**src/rtl/alu_flag_stage.sv**
```systemverilog
// Single-entry ALU writeback stage. It evaluates the condition code against the
// architectural flag register, squashes failed instructions and keeps event counters.
module alu_flag_stage #(
  parameter int N = 32
) (
  input  logic         clk,
  input  logic         rst,
  input  logic         flush,
  input  logic         in_valid,
  output logic         in_ready,
  input  logic [N-1:0] in_result,
  input  logic [3:0]   in_flags,
  input  logic         in_setflags,
  input  logic [3:0]   in_cond,
  input  logic [3:0]   in_rd,
  input  logic         in_wb_en,
  output logic         out_valid,
  input  logic         out_ready,
  output logic [N-1:0] out_result,
  output logic [3:0]   out_rd,
  output logic         out_wb_en,
  output logic [3:0]   flags,
  output logic [15:0]  exec_count,
  output logic [15:0]  squash_count
);

  // Handshake: a transfer happens on a rising edge where valid && ready are both high.
  // ready never depends on valid from the same side, and a held entry stays stable
  // until it is taken.
  logic         out_valid_q, out_valid_d;
  logic [N-1:0] out_result_q, out_result_d;
  logic [3:0]   out_rd_q, out_rd_d;
  logic         out_wb_en_q, out_wb_en_d;
  logic [3:0]   flags_q, flags_d;
  logic [15:0]  exec_q, exec_d;
  logic [15:0]  squash_q, squash_d;

  logic flag_n, flag_z, flag_c, flag_o;
  logic cond_pass;
  logic accept;
  logic drain;

  assign flag_n = flags_q[3];
  assign flag_z = flags_q[2];
  assign flag_c = flags_q[1];
  assign flag_o = flags_q[0];

  // The condition is evaluated only against the committed flags, never against in_flags.
  always_comb begin
    cond_pass = 1'b0;
    case (in_cond)
      4'd0:  cond_pass = flag_z;
      4'd1:  cond_pass = !flag_z;
      4'd2:  cond_pass = flag_c;
      4'd3:  cond_pass = !flag_c;
      4'd4:  cond_pass = flag_n;
      4'd5:  cond_pass = !flag_n;
      4'd6:  cond_pass = flag_o;
      4'd7:  cond_pass = !flag_o;
      4'd8:  cond_pass = flag_c && !flag_z;
      4'd9:  cond_pass = !flag_c || flag_z;
      4'd10: cond_pass = (flag_n == flag_o);
      4'd11: cond_pass = (flag_n != flag_o);
      4'd12: cond_pass = !flag_z && (flag_n == flag_o);
      4'd13: cond_pass = flag_z || (flag_n != flag_o);
      4'd14: cond_pass = 1'b1;
      default: cond_pass = 1'b0;
    endcase
  end

  assign in_ready = !out_valid_q || out_ready;
  assign accept   = in_valid && in_ready && !flush;
  assign drain    = out_valid_q && out_ready;

  always_comb begin
    out_valid_d  = out_valid_q;
    out_result_d = out_result_q;
    out_rd_d     = out_rd_q;
    out_wb_en_d  = out_wb_en_q;
    flags_d      = flags_q;
    exec_d       = exec_q;
    squash_d     = squash_q;
    if (flush) begin
      out_valid_d = 1'b0;
    end else if (accept) begin
      out_valid_d  = 1'b1;
      out_result_d = in_result;
      out_rd_d     = in_rd;
      out_wb_en_d  = in_wb_en && cond_pass;
      if (cond_pass) begin
        if (in_setflags) flags_d = in_flags;
        if (exec_q != 16'hFFFF) exec_d = exec_q + 16'd1;
      end else begin
        if (squash_q != 16'hFFFF) squash_d = squash_q + 16'd1;
      end
    end else if (drain) begin
      out_valid_d = 1'b0;
    end
  end

  always_ff @(posedge clk) begin
    if (rst) begin
      out_valid_q  <= 1'b0;
      out_result_q <= '0;
      out_rd_q     <= 4'd0;
      out_wb_en_q  <= 1'b0;
      flags_q      <= 4'b0000;
      exec_q       <= 16'd0;
      squash_q     <= 16'd0;
    end else begin
      out_valid_q  <= out_valid_d;
      out_result_q <= out_result_d;
      out_rd_q     <= out_rd_d;
      out_wb_en_q  <= out_wb_en_d;
      flags_q      <= flags_d;
      exec_q       <= exec_d;
      squash_q     <= squash_d;
    end
  end

  assign out_valid    = out_valid_q;
  assign out_result   = out_result_q;
  assign out_rd       = out_rd_q;
  assign out_wb_en    = out_wb_en_q;
  assign flags        = flags_q;
  assign exec_count   = exec_q;
  assign squash_count = squash_q;

endmodule
```
**config.mk**
```make
export PLATFORM = sky130hd
export DESIGN_NAME = alu_flag_stage
export DESIGN_NICKNAME = d
export VERILOG_FILES = /design/src/rtl/alu_flag_stage.sv
export SDC_FILE = /design/constraint.sdc
export NUM_CORES = 1
export LEC_CHECK = 0
export BUFFER_PORTS_ARGS = -buffer_cell sky130_fd_sc_hd__buf_4
export CAP_MARGIN = 20
export CORE_AREA = 4 4 102 104
export CTS_CLUSTER_DIAMETER = 50
export DETAILED_ROUTE_END_ITERATION = 8
export DIE_AREA = 0 0 106 108
export PLACE_DENSITY = 0.73
export SLEW_MARGIN = 0
export SYNTH_ARGS = -nofsm -noshare
export SYNTH_HDL_FRONTEND = slang
export SYNTH_SLANG_ARGS = --single-unit
```
**constraint.sdc**
```tcl
create_clock -name clk -period 2 [get_ports clk]
set_input_delay 0.1 -clock clk [delete_from_list [all_inputs] [get_ports clk]]
set_output_delay 0.1 -clock clk [all_outputs]
set_load 0.03 [all_outputs]
```
---- Word level (Yosys, flattened, before mapping) ----
Index checks and enable logic that the tools add are counted.
word-level totals
  input port bits ......................... 51
  register bits ........................... 74
  word-level logic and storage cells ...... 54
cells by class
  reduce and logical (&&, ||, !) cells .... 22
  bitwise operators ....................... 2
  equal/unequal tests ..................... 18
  mux-type cells .......................... 3
  $add $sub $neg .......................... 2
operators with widths
  operator               number
  $add 16x1->16 const B  2
  $ne 16x16->1 const B   2
  $eq 4x4->1 const B     7
  $eq 4x3->1 const B     4
  $pmux 1 s15            1
  $reduce_and 4->1       3
  $eq 4x2->1 const B     2
  $logic_and 1x1->1      6
  $logic_not 1->1        6
  $eq 4x1->1 const B     1
  $logic_not 4->1        1
  $logic_or 1x1->1       3
  $mux 1                 2
  $not 1->1              2
  $reduce_and 2->1       1
  $reduce_bool 2->1      1
  $reduce_or 2->1        1
  $eq 1x1->1             1
  $ne 1x1->1             1

---- Longest topological paths before layout ----
Gate-level depths: netlist (run 1).
  depth after elaboration ................. 5
  depth in mapped cells ................... 10
  mapped depth without buffers ............ 7

---- Worst setup path after synthesis (run 1) ----
No wires, ideal clock.
  path kind ............................... reg-to-reg
  start point ............................. reg flags_q[2], in the netlist flags[2]
  end point ............................... reg exec_q[11], in the netlist exec_count[11]
  period minus slack after synthesis ...... 2.250 ns
  stages on the path, launching flop included .. 9
  library setup time ...................... 0.123 ns
  setup slack ............................. -0.250 ns
  required time ........................... 1.877 ns
  arrival ................................. 2.127 ns
  cell sequence ........................... dfxtp_1 > mux2i_1 > xor2_1 > o32a_1 > and3_1 > buf_6 > buf_6 > nor4_2 > mux2_1
between the ends
  cells in the longest elaborated chain, start to end .. 4
  elaborated cells between the ends (all ways) .. 7
  those cells by class .................... mux (1); reduce/logical (6)
ends and longest elaborated chain
  what                                         line        text
  start, declared                              34          logic [3:0] flags_q, flags_d;
  start signal, assigned                       115         flags_q <= flags_d;
  $logic_not 1->1                              53, 60, 64
  $logic_and 1x1->1, on equally long branches  64, 60
  $pmux 1 s15 *                                51          case (in_cond)
  $reduce_and 4->1 (no source line) *          -
  end signal, assigned                         108         exec_q <= 16'd0;
  end signal, assigned                         116         exec_q <= exec_d;
  end, declared                                35          logic [15:0] exec_q, exec_d;
Mark *: on every way between the ends. The rest lies on a longest branch, timed or not.
A chain may end at the register's enable or synchronous reset.

---- Final worst setup path (run 1) ----
  start point ............................. reg flags_q[1], in the netlist flags[1]
  end point ............................... reg squash_q[4], in the netlist squash_count[4]
between the ends
  cells in the longest elaborated chain, start to end .. 5
  elaborated cells between the ends (all ways) .. 6
  those cells by class .................... mux (1); bitwise (1); reduce/logical (4)
ends and longest elaborated chain
  what                                 line    text
  $logic_not 1->1                      55, 61
  $logic_or 1x1->1                     61      4'd9: cond_pass = !flag_c || flag_z;
  $pmux 1 s15 *                        51
  $not 1->1 (no source line) *         -
  $reduce_and 4->1 (no source line) *  -
  end signal, assigned                 117     squash_q <= squash_d;
  end, declared                        36      logic [15:0] squash_q, squash_d;
Marks and branches as above.

==> results.json, run 1 <==
{
  "outcome": "finished, violations left",
  "violations": "setup timing",
  "areaGrowthSynthToFinish_pct": 64.7,
  "ys_types": 40,
  "viasPerCell": 4.94,
  "dp_slack_ns": -0.0617,
  "grt_pass1_wl_um": 16500,
  "synth_warnings": 0,
  "worstSkewPairLatency_ns": 0.34,
  "cp_max_fo": 6,
  "cp_data_required_time_ns": 2.28,
  "fill_cells": 856,
  "die_h_um": 108,
  "synth_top_area_share": 0.456,
  "hold_path.class": "in2reg",
  "portBuffers": 125,
  "fin_worst_skew_ns": 0.00634,
  "drc": 0,
  "holdWs_ns": 0.0303,
  "grt_max_degree": 59,
  "multi_input_area_um2": 1710,
  "worst_slack_ns": -0.137,
  "setup_viol": 23,
  "arrival_ns": 2.41,
  "placed_area_um2": 4600,
  "post-route-period-util": 1.07,
  "num_vias": 3644,
  "initial_core_util": 0.341,
  "h-tree-depth": 3,
  "insertedDiodeCount": 0,
  "p_total_mw": 3.35,
  "drtIter0Drc": 139,
  "cp-end-kind": "flop",
  "place_congestion": 0.807,
  "boundaryPins": 126,
  "ff_latch_area_um2": 1500,
  "cts.reportedPaths.clkPinSlew_ns": 0.08,
  "antenna_found_initial": 0,
  "ys_seq_area_frac": 0.456,
  "p_per_area_nw_per_um2": 626,
  "cts_made_buffers": 9,
  "max_freq_ghz": 0.468,
  "syn_area_um2": 3250,
  "grt.total_usage": 0.177,
  "rows": 36,
  "critPathLaunchType": "flop",
  "hpwlAfterDp_um": 6820,
  "fin_crit_ns": 2.14,
  "cap_violations": 0,
  "final_area_um2": 5360,
  "nNetsFinal": 653,
  "async_reset_ff_frac": 0,
  "post_route_cells_drive_above_1_share": 0.374,
  "cts_tree": "done",
  "synth_edf_count": 0,
  "postRouteWirelength_um": 10500,
  "grt_remaining_overflow": 0,
  "dieArea_um2": 11400,
  "drtAntennaViolNets": 0,
  "fp.coreArea_um2": 9550,
  "tightest_slew_ns": 0.607,
  "ctsRootBufferMaster": "clkbuf_8",
  "synth_area_per_cell_um2": 8.09,
  "worstSetupPathType": "reg2reg",
  "ir_drop_mv": 0.350,
  "postSynthCellCount": 402,
  "firstDrtPassIters": 4,
  "hold_viol": 0,
  "p_leak_nw": 2.24,
  "drv_slew": 0,
  "slew_headroom": 0.596,
  "clock_sinks": 74,
  "synthesis.nets": 455,
  "synth_ff_type": "dfxtp_1",
  "synth_area_leader_cell": "dfxtp_1",
  "synth_area_leaders": "dfxtp_1, nand2_1, a21oi_1",
  "routedWlPerCell_um": 14.2,
  "ys_ff_latch": 74,
  "rsz0062_at_grt": "yes",
  "die_x_um": 106,
  "clk_path_buf_depth": 2,
  "first_global_vias": 3546
}
-- worst max-delay path: stages, from the launching register on --
cell and delay [ns]:
dfxtp_4 0.35, nor2b_1 0.14, a22oi_2 0.23, mux2i_2 0.30, nand4_1 0.21, buf_4 0.21, clkbuf_16 0.15, or3_1 0.34
a21oi_1 0.14
-- synthesized netlist by cell type, types with 2 or more instances --
cell type and n:
nand3b_1 2, a21oi_1 58, o31ai_1 13, mux2_2 4, buf_6 2, nor4_1 4, buf_2 4, nand4_1 6
and3_1 5, mux2_1 3, nor3b_1 4, inv_1 8, or3_1 8, nand2_1 89, nand3_1 11, nor2b_1 8
xnor2_1 2, or4_1 13, ha_1 2, mux2i_1 7, xor2_1 3, a31oi_1 2, nor3_1 6, nor2_1 20
dfxtp_1 74, o21ai_0 11, and3b_1 3, clkbuf_1 18
-- layer usage --
metal | wire (um) | up-vias | GRT usage
li1 | - | 1810 | -
met1 | 4230 | 1716 | 0.200
met2 | 5310 | 106 | 0.313
met3 | 785 | 12 | 0.0687
met4 | 133 | 0 | 0.0509
met5 | 0 | - | 0
-- final cells by class --
class | count | share of cell area
flip-flops and latches | 74 | 0.281
inverters | 8 | 0.00561
multi-input cells | 295 | 0.319
well taps | 133 | 0.0311
repair buffers | 212 | 0.324
clock buffers | 11 | 0.0304
clock inverters | 5 | 0.00935
-- cell usage in the layout, fill, tap and decap left out, types with 2 or more instances in the layout --
cell	synthesis	routed
dfxtp_1	74	60
mux2_1	3	2
and3b_1	3	3
nor2b_1	8	8
dfxtp_4	0	2
clkbuf_16	0	2
nand4_1	6	6
clkinv_2	0	4
a21oi_1	58	57
dfxtp_2	0	12
nand2_1	89	89
nor4_2	1	2
nor3_2	0	2
xnor2_1	2	2
o21ai_2	0	3
buf_4	0	167
nand3_1	11	11
o31ai_1	13	12
or3_1	8	8
o21ai_1	0	2
clkbuf_8	0	10
nor4_1	4	2
or4_1	13	13
buf_6	2	5
nor2_1	20	20
dlygate4sd3_1	0	38
o21ai_0	11	6
nand3b_1	2	2
inv_1	8	7
nor3_1	6	4
a31oi_1	2	2
mux2_2	4	4
xor2_1	3	3
nor3b_1	4	3
mux2i_1	7	6
and3_1	5	4
ha_1	2	2
-- path summary, 6_finish.rpt --
kind | startpoint | to | slack (ns) | cells past startpoint
max | flags[1] | squash_count[4] | -0.14 | 8
min | in_result[2] | out_result[2] | 0.03 | 3
max reg2reg | flags[1] | squash_count[4] | -0.14 | 8
min reg2reg | out_result[3] | out_result[3] | 0.46 | 2
-- registers in the layout, summed over array words and instances, names as in the netlist --
name / count
out_rd: 4
out_valid: 1
exec_count: 16
squash_count: 16
out_wb_en: 1
out_result: 32
flags: 4
-- through the flow --
step                      std cells   util  setup TNS (ns)
after global placement          677  0.482         -0.0714
after floorplan                 402      -         -0.0845
after global routing            738  0.561           -4.12
final                           738  0.561           -1.59
after detailed placement        677  0.482          -0.681
after CTS                       731  0.546          -0.159
-- where the power goes --
part           leakage [nW]  switching [mW]  total, mW  internal, mW
Clock                 0.114           0.562       1.24         0.678
Combinational          1.51           0.295      0.578         0.283
Sequential            0.608          0.0233       1.54          1.51
-- logic make-up (layout without fill, tap and decap cells) --
family	Yosys count	count (layout)	share of synthesized area
DFF	74	74	0.456
and+or+nand+nor	184	184	0.277
muxes	14	14	0.0458
adders and majority gates	2	2	0.00769
buffers and inverters	33	236	0.0442
AOI/OAI and AO/OA	90	90	0.157
xor gates and xnor gates	5	5	0.0135
-- timing repair --
item,4_1_cts,5_1_grt
pin swaps,0,4
hold buffers,38,0
gates cloned,0,2
endpoints found under the setup margin,19,28
resized for setup,5,19
buffers inserted,0,5
hold endpoints to repair,38,0
Power figures use the tool's default switching activity.
==> inputs of run 2 (changes only) <==
Settings changed: PLACE_DENSITY 0.73 to unset.
==> results.json, run 2 (synthesized netlist as in run 1, its figures left out) <==
{
  "place_congestion": 0.842,
  "max_freq_ghz": 0.462,
  "holdWs_ns": 0.0174,
  "clk_path_buf_depth": 2,
  "violations": "setup timing",
  "critPathLaunchType": "flop",
  "cts_tree": "done",
  "rsz0062_at_grt": "yes",
  "nNetsFinal": 660,
  "p_total_mw": 3.55,
  "die_x_um": 106,
  "p_per_area_nw_per_um2": 646,
  "cts_made_buffers": 9,
  "post-route-period-util": 1.08,
  "worstSetupPathType": "reg2reg",
  "hpwlAfterDp_um": 6670,
  "largest_reg_flops": 32,
  "drc": 0,
  "mostFrequentLayoutCells": "buf_4, nand2_1, dfxtp_1, a21oi_1, dlygate4sd3_1",
  "p_leak_nw": 2.32,
  "fin_crit_ns": 2.16,
  "grt.total_usage": 0.178,
  "num_vias": 3630,
  "arrival_ns": 2.44,
  "final_common_cell": "buf_4",
  "hold_viol": 0,
  "insertedDiodeCount": 0,
  "antenna_found_initial": 0,
  "drtAntennaViolNets": 0,
  "routedWlPerCell_um": 13.9,
  "post_route_cells_drive_above_1_share": 0.389,
  "grt_remaining_overflow": 0,
  "fill_cells": 888,
  "viasPerCell": 4.87,
  "instances_no_fill": 745,
  "drtIter0Drc": 168,
  "first_global_vias": 3570,
  "ctsRootBufferMaster": "clkbuf_8",
  "clock_sinks": 74,
  "cts.reportedPaths.clkPinSlew_ns": 0.08,
  "cp_max_fo": 6,
  "fp.coreArea_um2": 9550,
  "cp-end-kind": "flop",
  "setup_viol": 24,
  "boundaryPins": 126,
  "firstDrtPassIters": 5,
  "hold_path.class": "in2reg",
  "drv_slew": 0,
  "dp_slack_ns": -0.114,
  "tightest_slew_ns": 0.536,
  "grt_pass1_wl_um": 16700,
  "portBuffers": 125,
  "dp.cells": 679,
  "h-tree-depth": 3,
  "worst_slack_ns": -0.163,
  "ir_drop_mv": 0.406,
  "grt_max_degree": 49,
  "initial_core_util": 0.341,
  "areaGrowthSynthToFinish_pct": 69.0,
  "cp_data_required_time_ns": 2.28,
  "worstSkewPairLatency_ns": 0.34,
  "dieArea_um2": 11400,
  "outcome": "finished, violations left",
  "rows": 36,
  "slew_headroom": 0.643,
  "postRouteWirelength_um": 10300,
  "fin_worst_skew_ns": 0.00803,
  "die_h_um": 108,
  "cap_violations": 0
}
[run 2: where the power goes]
part	internal [mW]	switching, mW	total [mW]
clock network	0.830	0.592	1.42
logic	0.294	0.299	0.593
registers	1.51	0.0226	1.53
[run 2: per-layer routing]
layer	vias to the layer above	GRT usage	part of all wire	wire length [um]
met5	-	0	0	0
met4	0	0.0472	0.0077	80
li1	1822	-	-	-
met2	109	0.293	0.47	4910
met1	1689	0.220	0.44	4560
met3	10	0.0657	0.077	797
[run 2: worst max-delay path, stage by stage (launching register included)]
cell and delay, ns:
dfxtp_4 0.36, mux2i_1 0.16, xor2_1 0.23, o32a_1 0.20
buf_4 0.12, nand4_1 0.12, buf_6 0.18, clkbuf_16 0.15
or4_1 0.46, a21oi_1 0.12
[run 2: layout make-up]
cell class / instances / area, um2 / share of cell area
timing repair buffer: 219 / 1810 / 0.330
multi-input combinational: 295 / 1740 / 0.317
sequential: 74 / 1500 / 0.274
tap: 133 / 166 / 0.0303
clock buffer: 9 / 124 / 0.0225
clock inverter: 7 / 115 / 0.0209
inverter: 8 / 30.0 / 0.00546
[run 2: repair_timing]
action	in CTS	in global routing
setup buffers	3	4
gates resized for setup	5	25
cloned	0	3
hold buffers	39	1
endpoints found under the setup margin	21	26
hold endpoints to repair	39	1
pin swaps	2	20
[run 2: through the flow]
step / TNS [ns] / instance area, um2 / utilization
floorplan: -0.0845 / 3280 / -
global route: -5.45 / 5500 / 0.576
CTS: -0.318 / 5290 / 0.554
finish: -2.05 / 5500 / 0.576
detailed placement: -1.18 / 4620 / 0.484
global placement: -0.812 / 4620 / 0.484
[run 2: worst paths after layout]
check,slack [ns],cells past startpoint,endpoint,from
worst min register to register,0.46,2,out_result[7],out_result[7]
worst min-delay path,0.02,3,out_result[31],in_result[31]
worst max-delay path,-0.16,9,squash_count[5],flags[2]
worst max register to register,-0.16,9,squash_count[5],flags[2]
